<file path="config.mk">
export PLATFORM = sky130hd
export DESIGN_NAME = lcd_reader_flat
export DESIGN_NICKNAME = d
export VERILOG_FILES = /design/src/rtl/lcd_reader_if.sv /design/src/rtl/lcd_reader.sv /design/src/flat_wrapper.sv
export SDC_FILE = /design/constraint.sdc
export NUM_CORES = 1
export LEC_CHECK = 0
export CORE_UTILIZATION = 40
export CTS_CLUSTER_DIAMETER = 120
export DETAILED_ROUTE_END_ITERATION = 16
export PLACE_DENSITY_LB_ADDON = 0.15
export SLEW_MARGIN = 20
export SYNTH_ARGS = -nofsm -noshare
export SYNTH_HDL_FRONTEND = slang
export SYNTH_SLANG_ARGS = --single-unit
</file>
<file path="constraint.sdc">
create_clock -name clk -period 2.39 [get_ports clk]
set_clock_uncertainty 0.1 [all_clocks]
set_input_delay 0.478 -clock clk [delete_from_list [all_inputs] [get_ports clk]]
set_output_delay 0.478 -clock clk [all_outputs]
set_load 0.05 [all_outputs]
</file>
<file path="src/rtl/lcd_reader_if.sv">
// Custom-instruction handshake plus LCD read-side pins. The slave side is the reader and the master side drives it.
// rs/rw/en/active are meant to be muxed with the write controller at top level.
interface lcd_reader_if;
    logic        clk_en;
    logic        start;
    logic [31:0] dataa;
    logic [31:0] datab;
    logic [31:0] result;
    logic        done;
    logic        rs;
    logic        rw;
    logic        en;
    logic [7:0]  db_in;
    logic        active;

    modport master (
        output clk_en, start, dataa, datab, db_in,
        input  result, done, rs, rw, en, active
    );

    modport slave (
        input  clk_en, start, dataa, datab, db_in,
        output result, done, rs, rw, en, active
    );
endinterface

</file>
<file path="src/rtl/lcd_reader.sv">
// HD44780 read engine: single read (S+H+L+1 cycles) or BF poll (n*(S+H+L)+1 cycles, timeout at POLL_MAX).
// No backpressure; clk_en=0 freezes every register, and start is ignored unless IDLE.
module lcd_reader #(
    parameter int SETUP_CYC   = 4,
    parameter int EN_HIGH_CYC = 25,
    parameter int EN_LOW_CYC  = 25,
    parameter int POLL_MAX    = 2000
) (
    input  logic         clk,
    input  logic         reset,
    lcd_reader_if.slave  bus
);

    typedef enum logic [2:0] {
        IDLE    = 3'd0,
        SETUP   = 3'd1,
        EN_HIGH = 3'd2,
        EN_LOW  = 3'd3,
        DONE    = 3'd4
    } state_t;

    localparam logic [15:0] SETUP_LAST = 16'(SETUP_CYC - 1);
    localparam logic [15:0] HIGH_LAST  = 16'(EN_HIGH_CYC - 1);
    localparam logic [15:0] LOW_LAST   = 16'(EN_LOW_CYC - 1);
    localparam logic [15:0] POLL_LAST  = 16'(POLL_MAX - 1);

    state_t      state_q, state_d;
    logic [15:0] phase_q, phase_d;
    logic [15:0] poll_q, poll_d;
    logic        mode_q, mode_d;
    logic        rs_q, rs_d;
    logic        rw_q, rw_d;
    logic        en_q, en_d;
    logic [8:0]  res_q, res_d;

    wire unused_bits = ^{bus.dataa[31:1], bus.datab[31:1]};

    always_ff @(posedge clk or negedge reset) begin
        if (!reset) begin
            state_q <= IDLE;
            phase_q <= '0;
            poll_q  <= '0;
            mode_q  <= 1'b0;
            rs_q    <= 1'b0;
            rw_q    <= 1'b0;
            en_q    <= 1'b0;
            res_q   <= '0;
        end else if (bus.clk_en) begin
            state_q <= state_d;
            phase_q <= phase_d;
            poll_q  <= poll_d;
            mode_q  <= mode_d;
            rs_q    <= rs_d;
            rw_q    <= rw_d;
            en_q    <= en_d;
            res_q   <= res_d;
        end
    end

    always_comb begin
        state_d = state_q;
        phase_d = phase_q;
        poll_d  = poll_q;
        mode_d  = mode_q;
        rs_d    = rs_q;
        rw_d    = rw_q;
        en_d    = en_q;
        res_d   = res_q;

        case (state_q)
            IDLE: begin
                if (bus.start) begin
                    mode_d   = bus.datab[0];
                    // BF lives behind RS=0, so polling always reads the instruction register
                    rs_d     = bus.datab[0] ? 1'b0 : bus.dataa[0];
                    rw_d     = 1'b1;
                    en_d     = 1'b0;
                    phase_d  = '0;
                    poll_d   = '0;
                    res_d[8] = 1'b0;
                    state_d  = SETUP;
                end
            end

            SETUP: begin
                if (phase_q == SETUP_LAST) begin
                    en_d    = 1'b1;
                    phase_d = '0;
                    state_d = EN_HIGH;
                end else begin
                    phase_d = phase_q + 16'd1;
                end
            end

            EN_HIGH: begin
                if (phase_q == HIGH_LAST) begin
                    res_d[7:0] = bus.db_in;
                    en_d       = 1'b0;
                    phase_d    = '0;
                    state_d    = EN_LOW;
                end else begin
                    phase_d = phase_q + 16'd1;
                end
            end

            EN_LOW: begin
                if (phase_q == LOW_LAST) begin
                    phase_d = '0;
                    if (!mode_q) begin
                        state_d = DONE;
                    end else if (!res_q[7]) begin
                        res_d[8] = 1'b0;
                        state_d  = DONE;
                    end else if (poll_q == POLL_LAST) begin
                        res_d[8] = 1'b1;
                        state_d  = DONE;
                    end else begin
                        poll_d  = poll_q + 16'd1;
                        state_d = SETUP;
                    end
                end else begin
                    phase_d = phase_q + 16'd1;
                end
            end

            DONE: begin
                rw_d    = 1'b0;
                state_d = IDLE;
            end

            default: begin
                state_d = IDLE;
                rw_d    = 1'b0;
                en_d    = 1'b0;
            end
        endcase
    end

    assign bus.result = {23'd0, res_q};
    assign bus.done   = (state_q == DONE);
    assign bus.active = (state_q != IDLE);
    assign bus.rs     = rs_q;
    assign bus.rw     = rw_q;
    assign bus.en     = en_q;

endmodule

</file>
<file path="src/flat_wrapper.sv">
// flat-port wrapper written by rule: the top's interface ports become plain ports
module lcd_reader_flat 
#(
    parameter int SETUP_CYC   = 4,
    parameter int EN_HIGH_CYC = 25,
    parameter int EN_LOW_CYC  = 25,
    parameter int POLL_MAX    = 2000
)
  (clk, reset, bus_clk_en, bus_start, bus_dataa, bus_datab, bus_db_in, bus_result, bus_done, bus_rs, bus_rw, bus_en, bus_active);
  lcd_reader_if bus_i ();
  input  logic clk;
  input  logic reset;
  input wire logic [$bits(bus_i.clk_en)-1:0] bus_clk_en;
  input wire logic [$bits(bus_i.start)-1:0] bus_start;
  input wire logic [$bits(bus_i.dataa)-1:0] bus_dataa;
  input wire logic [$bits(bus_i.datab)-1:0] bus_datab;
  input wire logic [$bits(bus_i.db_in)-1:0] bus_db_in;
  output wire logic [$bits(bus_i.result)-1:0] bus_result;
  output wire logic [$bits(bus_i.done)-1:0] bus_done;
  output wire logic [$bits(bus_i.rs)-1:0] bus_rs;
  output wire logic [$bits(bus_i.rw)-1:0] bus_rw;
  output wire logic [$bits(bus_i.en)-1:0] bus_en;
  output wire logic [$bits(bus_i.active)-1:0] bus_active;
  assign bus_i.clk_en = bus_clk_en;
  assign bus_i.start = bus_start;
  assign bus_i.dataa = bus_dataa;
  assign bus_i.datab = bus_datab;
  assign bus_i.db_in = bus_db_in;
  assign bus_result = bus_i.result;
  assign bus_done = bus_i.done;
  assign bus_rs = bus_i.rs;
  assign bus_rw = bus_i.rw;
  assign bus_en = bus_i.en;
  assign bus_active = bus_i.active;
  lcd_reader #(.SETUP_CYC(SETUP_CYC), .EN_HIGH_CYC(EN_HIGH_CYC), .EN_LOW_CYC(EN_LOW_CYC), .POLL_MAX(POLL_MAX)) u_core (.clk(clk), .reset(reset), .bus(bus_i));
endmodule
</file>
# Word level (Yosys, flattened, before mapping)
# Cells that the tools add are included.
[word_totals]
register_bits = 48
latchBits = 0
ramBits = 0
romBits = 0
input_bits = 76
output_inout_bits = 37
wordCells = 72
n_memories = 0
[classes]
add_sub_neg = 2
multipliers = 0
div_mod_pow = 0
n_lt_le_gt_ge = 0
eq_ne = 15
shift = 0
mux = 29
bitwise_logic = 2
reduce_logical = 15
[op_table]
columns = ["operator", "count"]
rows = [
  ["two-way mux 16 bit", 7],
  ["one-hot mux 16 bit (3 select lines)", 1],
  ["adder 16 x 1 -> 16 bit (second input constant)", 2],
  ["one-hot mux 16 bit (2 select lines)", 1],
  ["two-way mux 3 bit", 7],
  ["== test 16 x 11 -> 1 bit (second input constant)", 1],
  ["== test 16 x 2 -> 1 bit (second input constant)", 1],
  ["== test 16 x 5 -> 1 bit (second input constant)", 1],
  ["one-hot mux 3 bit (4 select lines)", 1],
  ["AND reduction 3 bit", 4],
  ["!= test 2 x 1 -> 1 bit (second input constant)", 5],
  ["AND reduction 5 bit", 2],
  ["two-way mux 1 bit", 9],
  ["AND reduction 7 bit", 1],
  ["== test 3 x 2 -> 1 bit (second input constant)", 2],
  ["AND reduction 6 bit", 1],
  ["nonzero test 3 bit", 2],
  ["!= test 2 bit (second input constant)", 2],
  ["one-hot mux 1 bit (2 select lines)", 2],
  ["one-hot mux 1 bit (4 select lines)", 1],
  ["OR reduction 2 bit", 2],
  ["== test 3 x 1 -> 1 bit (second input constant)", 1],
  ["== test 3 bit (second input constant)", 1],
  ["zero test 3 bit", 1],
  ["4 further kinds", 5],
]

# Longest topological paths before layout
# Gate-level depths: netlist (run 1).
[depth]
ltp_word = 6
mapped_depth = 9
ltp_nobuf = 7

# Least setup slack after synthesis (run 1)
# Ideal clock, no wire load.
[synth_path]
kind = "reg2reg"
startpoint = "register u_core.poll_q[0]"
endpoint = "register u_core.poll_q[10]"
setup_time_ps = 78
t_arrival_ps = 2473
required_time_ps = 2212
setup_slack_ps = -260
path_stages_with_launch = 9
n_path_buf = 2
period_less_slack_ps = 2650
path_cell_list = "dfrtp_1 > ha_1 > or4b_2 > o41ai_1 > and2_1 > buf_2 > buf_4 > o31ai_1 > a21oi_1"
[synth_between]
elab_chain_cells = 6
word_cells_on_any_way = 9
cone_classes = "1 x add/sub; 2 x eq/ne; 5 x mux; 1 x reduce/logical"
[synth_rtl]
columns = ["item", "line_no", "text"]
rows = [
  ["start: declaration", "lcd_reader.sv:29", "logic [15:0] poll_q, poll_d;"],
  ["start signal: assignment", "lcd_reader.sv:51", "poll_q <= poll_d;"],
  ["adder 16 x 1 -> 16 bit", "lcd_reader.sv:118", "poll_d = poll_q + 16'd1;"],
  ["two-way mux 16 bit", "lcd_reader.sv:114", "end else if (poll_q == POLL_LAST) begin"],
  ["two-way mux 16 bit", "lcd_reader.sv:111", "end else if (!res_q[7]) begin"],
  ["two-way mux 16 bit", "lcd_reader.sv:109", "if (!mode_q) begin"],
  ["two-way mux 16 bit", "lcd_reader.sv:107", "if (phase_q == LOW_LAST) begin"],
  ["one-hot mux 16 bit (2 select lines)", "lcd_reader.sv:70", "case (state_q)"],
]
# Several ways; a longest one is shown, not always the timed one. The select of a mux whose other input is x is not followed.
# A chain may end at the register's enable or synchronous reset.

# Final worst setup path (run 1)
[layout_path]
startpoint = "register u_core.phase_q[15]"
endpoint = "register u_core.poll_q[15]"
[layout_between]
elab_chain_cells = 3
[layout_rtl]
columns = ["item", "line_no", "text"]
rows = [
  ["start: declaration", "lcd_reader.sv:28", "logic [15:0] phase_q, phase_d;"],
  ["start signal: assignment", "lcd_reader.sv:50", "phase_q <= phase_d;"],
  ["== test 16 x 5 -> 1 bit", "lcd_reader.sv:107", ""],
  ["!= test 2 x 1 -> 1 bit (no source line)", "n/a", ""],
  ["AND reduction 7 bit (no source line)", "n/a", ""],
]
# No other way between the ends.

==> flow_metrics.py, run 1 <==
metrics = {
    "synthesis": {
        "synth_top_area_share_pct": 42.35,
        "synth_edf_count": 0,
        "synthDistinctLibCells": 50,
        "synth_compound_area_share_pct": 14.20,
        "synth_xor_area_share_pct": 2.161,
        "ys_warn_count": 0,
        "ys_async_sr_fraction_pct": 100.0,
        "synthAdderAreaFrac_pct": 1.323,
        "synth_cells": 308,
        "synth_top_family_by_area": "simple AND/OR/NAND/NOR gates",
        "yosysMostFrequentCell": "dfrtp_1",
        "synth.top_cells.by_count": "48 x dfrtp_1, 29 x nand2_1, 24 x buf_4",
        "synthSimpleGateAreaFrac_pct": 24.75,
        "ys_seq_area_share_pct": 42.35,
        "synth_top_cell_by_area": "dfrtp_1",
        "ys_seq_elements": 48,
        "synth.area.top_cells": "dfrtp_1 42%, buf_4 6.4%, nand2_1 3.8%, mux2_2 3.2%, or4_1 2.9%",
        "synth_area_per_cell_um2": 9.209,
        "netlist_area_um2": 2836,
        "synth_ff_type": "dfrtp_1",
        "synth.area.mux_share_pct": 4.940,
    },
    "placed_design": {
        "place_ws_ns": -0.3671,
        "gp_congestion": 0.8000,
        "port_buffers": 27,
        "dp_hpwl_um": 4917,
        "dpl_cell_area_um2": 3525,
    },
    "final_layout": {
        "antenna_cells": 0,
        "finalInstanceArea_um2": 3792,
        "nFillCells": 634,
        "synthToLayoutAreaGrowth_pct": 33.70,
        "multiInputGateArea_um2": 1559,
        "final_nets": 463,
        "seqCellArea_um2": 1201,
        "drive_gt1_share_pct": 26.56,
    },
    "status": {
        "violations": "setup timing",
        "status": "finished with violations",
    },
    "global_routing": {
        "grt_pass1_wl_um": 11330,
        "grt_pass1_vias": 2399,
        "grt_overflow": 0,
        "antenna_found_initial": 0,
        "grtUsageTotal_pct": 19.29,
        "grt_max_degree": 21,
    },
    "drt": {
        "vias": 2472,
        "dr.pass1.iters": 4,
        "wl_per_cell_um": 13.93,
        "drc_errors": 0,
        "wl_um": 6684,
        "antenna_left": 0,
        "drtIter0Drc": 157,
        "routed_via_density": 5.150,
    },
    "sta": {
        "fmax_mhz": 381.8,
        "finalHoldViolCount": 0,
        "finalCriticalPeriod_ns": 2.619,
        "setup_viol": 22,
        "tightest_slew_ns": 0.5073,
        "rsz0062_at_grt": "yes",
        "final_max_slew_viol_count": 0,
        "relSlewSlack_pct": 66.07,
        "fin_ws_ns": -0.2291,
        "finalCritPeriodShare_pct": 109.6,
    },
    "setup_path": {
        "crit_path_start_kind": "flip-flop",
        "worstPathRequired_ns": 2.53,
        "path_max_fanout": 3,
        "cp-end-kind": "flip-flop",
        "critPathArrivalTime_ns": 2.76,
        "path_class": "flip-flop to flip-flop",
    },
    "power_and_ir_drop": {
        "irDropWorstVdd_uv": 343.1,
        "power.total_uw": 2916,
        "power_density_nw_per_um2": 768.9,
        "p_leak_uw": 0.001616,
    },
    "die": {
        "die_area_um2": 7432,
        "core_area_um2": 6832,
        "fp.dieW_um": 86.21,
        "die_h_um": 86.21,
        "rows": 30,
        "ioPinCount": 113,
        "start_util_pct": 41.52,
    },
    "cts": {
        "numCtsBuffers": 5,
        "clk_latency_ns": 0.30,
        "clk_path_buf_depth": 2,
        "cts_tree": "yes",
        "cts-root-buf": "clkbuf_8",
        "htree_levels": 2,
        "clk_pin_slew_ns": 0.09,
        "cts.sinks": 48,
    },
    "job": {
        "drv_cap": 0,
    },
    "hold_path": {
        "holdCritPathClass": "flip-flop to flip-flop",
    },
}
[stage by stage]
step / util [%] / TNS, ns / instances / hold slack (ns)
finish: 55.51 / -3.214 / 480 / 0.3828
global route: 55.51 / -4.520 / 480 / 0.4327
CTS: 54.65 / -3.896 / 478 / 0.3868
detailed placement: 51.59 / -5.952 / 468 / 0.3150
global placement: 51.59 / -5.503 / 468 / 0.3171
floorplan: - / -1.849 / 330 / 0.08241
[final timing paths]
| check | startpoint | endpoint | slack, ns | cells after the start |
|---|---|---|---|---|
| min in group asynchronous | reset | u_core.bus.en | 0.53 | 2 |
| worst min register to register | u_core.bus.rs | u_core.bus.rs | 0.38 | 2 |
| max in group asynchronous | reset | u_core.poll_q[0] | 1.08 | 3 |
| worst max register to register | u_core.phase_q[15] | u_core.poll_q[15] | -0.23 | 6 |
| worst min-delay path | u_core.bus.rs | u_core.bus.rs | 0.38 | 2 |
| worst max-delay path | u_core.phase_q[15] | u_core.poll_q[15] | -0.23 | 6 |
[registers in the layout, summed over array words and instances, names as in the netlist]
signal	flops
u_core.bus.en	1
u_core.bus.rs	1
u_core.bus.rw	1
u_core.mode_q	1
u_core.phase_q	16
u_core.poll_q	16
u_core.res_q	9
u_core.state_q	3
[cell type report]
cell class / instances / share of cell area, %
Timing Repair Buffer: 83 / 19.27
Multi-Input combinational cell: 232 / 41.11
Inverter: 14 / 1.386
Clock buffer: 5 / 1.815
Clock inverter: 2 / 1.584
Sequential cell: 48 / 31.67
Tap cell: 96 / 3.167
[placed cells by master (no fill, tap or decap), types with 6 or more instances in the layout]
| cell type | synthesis | routed |
|---|---|---|
| clkdlybuf4s50_1 | 0 | 24 |
| nand3_1 | 16 | 16 |
| o21ai_0 | 11 | 9 |
| a21oi_1 | 14 | 12 |
| inv_1 | 14 | 14 |
| dfrtp_1 | 48 | 48 |
| nand4_1 | 8 | 8 |
| xnor2_1 | 7 | 7 |
| buf_6 | 1 | 6 |
| a31oi_1 | 7 | 7 |
| o31ai_1 | 7 | 7 |
| mux2_2 | 8 | 8 |
| buf_4 | 24 | 49 |
| or4_4 | 2 | 6 |
| nor2_1 | 15 | 15 |
| nand2_1 | 29 | 29 |
| conb_1 | 1 | 23 |
| or4_1 | 11 | 7 |
[worst max-delay path, cell delays in order, from the launching register on]
cell	delay, ns
dfrtp_1	0.38
or4_4	0.54
or4_4	0.57
buf_6	0.15
a211oi_4	0.24
or4b_1	0.45
a21oi_1	0.13
[report_power, final]
part	switching [uW]	internal, uW
Combinational	772	483
Clock	274	412
Sequential	69.5	905
[routing by layer]
layer,vias up,share of wire [%],GRT usage (%)
met5,-,0,0
met3,12,2.2,3.238
met4,0,2.3,6.364
met1,1186,44,24.34
li1,1240,-,-
met2,34,52,33.62
[kinds of logic (layout without fill, tap and decap cells)]
| logic type | count (synthesis) | count (layout) |
|---|---|---|
| compound gates | 61 | 61 |
| xor+xnor | 7 | 7 |
| fa+ha+maj | 3 | 3 |
| buf+inv | 50 | 104 |
| flops | 48 | 48 |
| mux | 13 | 13 |
| other cells | 1 | 23 |
| simple gates | 125 | 125 |
[what timing repair did]
action                     4_1_cts  5_1_grt
setup endpoints to repair       23       39
hold endpoints to repair        12        0
setup buffers                    2        2
gates resized for setup         11       10
pin swaps                        9        6
hold buffers                     1        0
No activity file was read; power rests on OpenSTA's default activity.
==> run 2: changes to the inputs <==
--- a/config.mk
+++ b/config.mk
@@ -8,6 +8,7 @@
 export CORE_UTILIZATION = 40
 export CTS_CLUSTER_DIAMETER = 120
 export DETAILED_ROUTE_END_ITERATION = 16
+export GPL_ROUTABILITY_DRIVEN = 0
 export PLACE_DENSITY_LB_ADDON = 0.15
 export SLEW_MARGIN = 20
 export SYNTH_ARGS = -nofsm -noshare
==> results of run 2 <==
The final DEF is identical to that of run 1; final timing and power are the same.
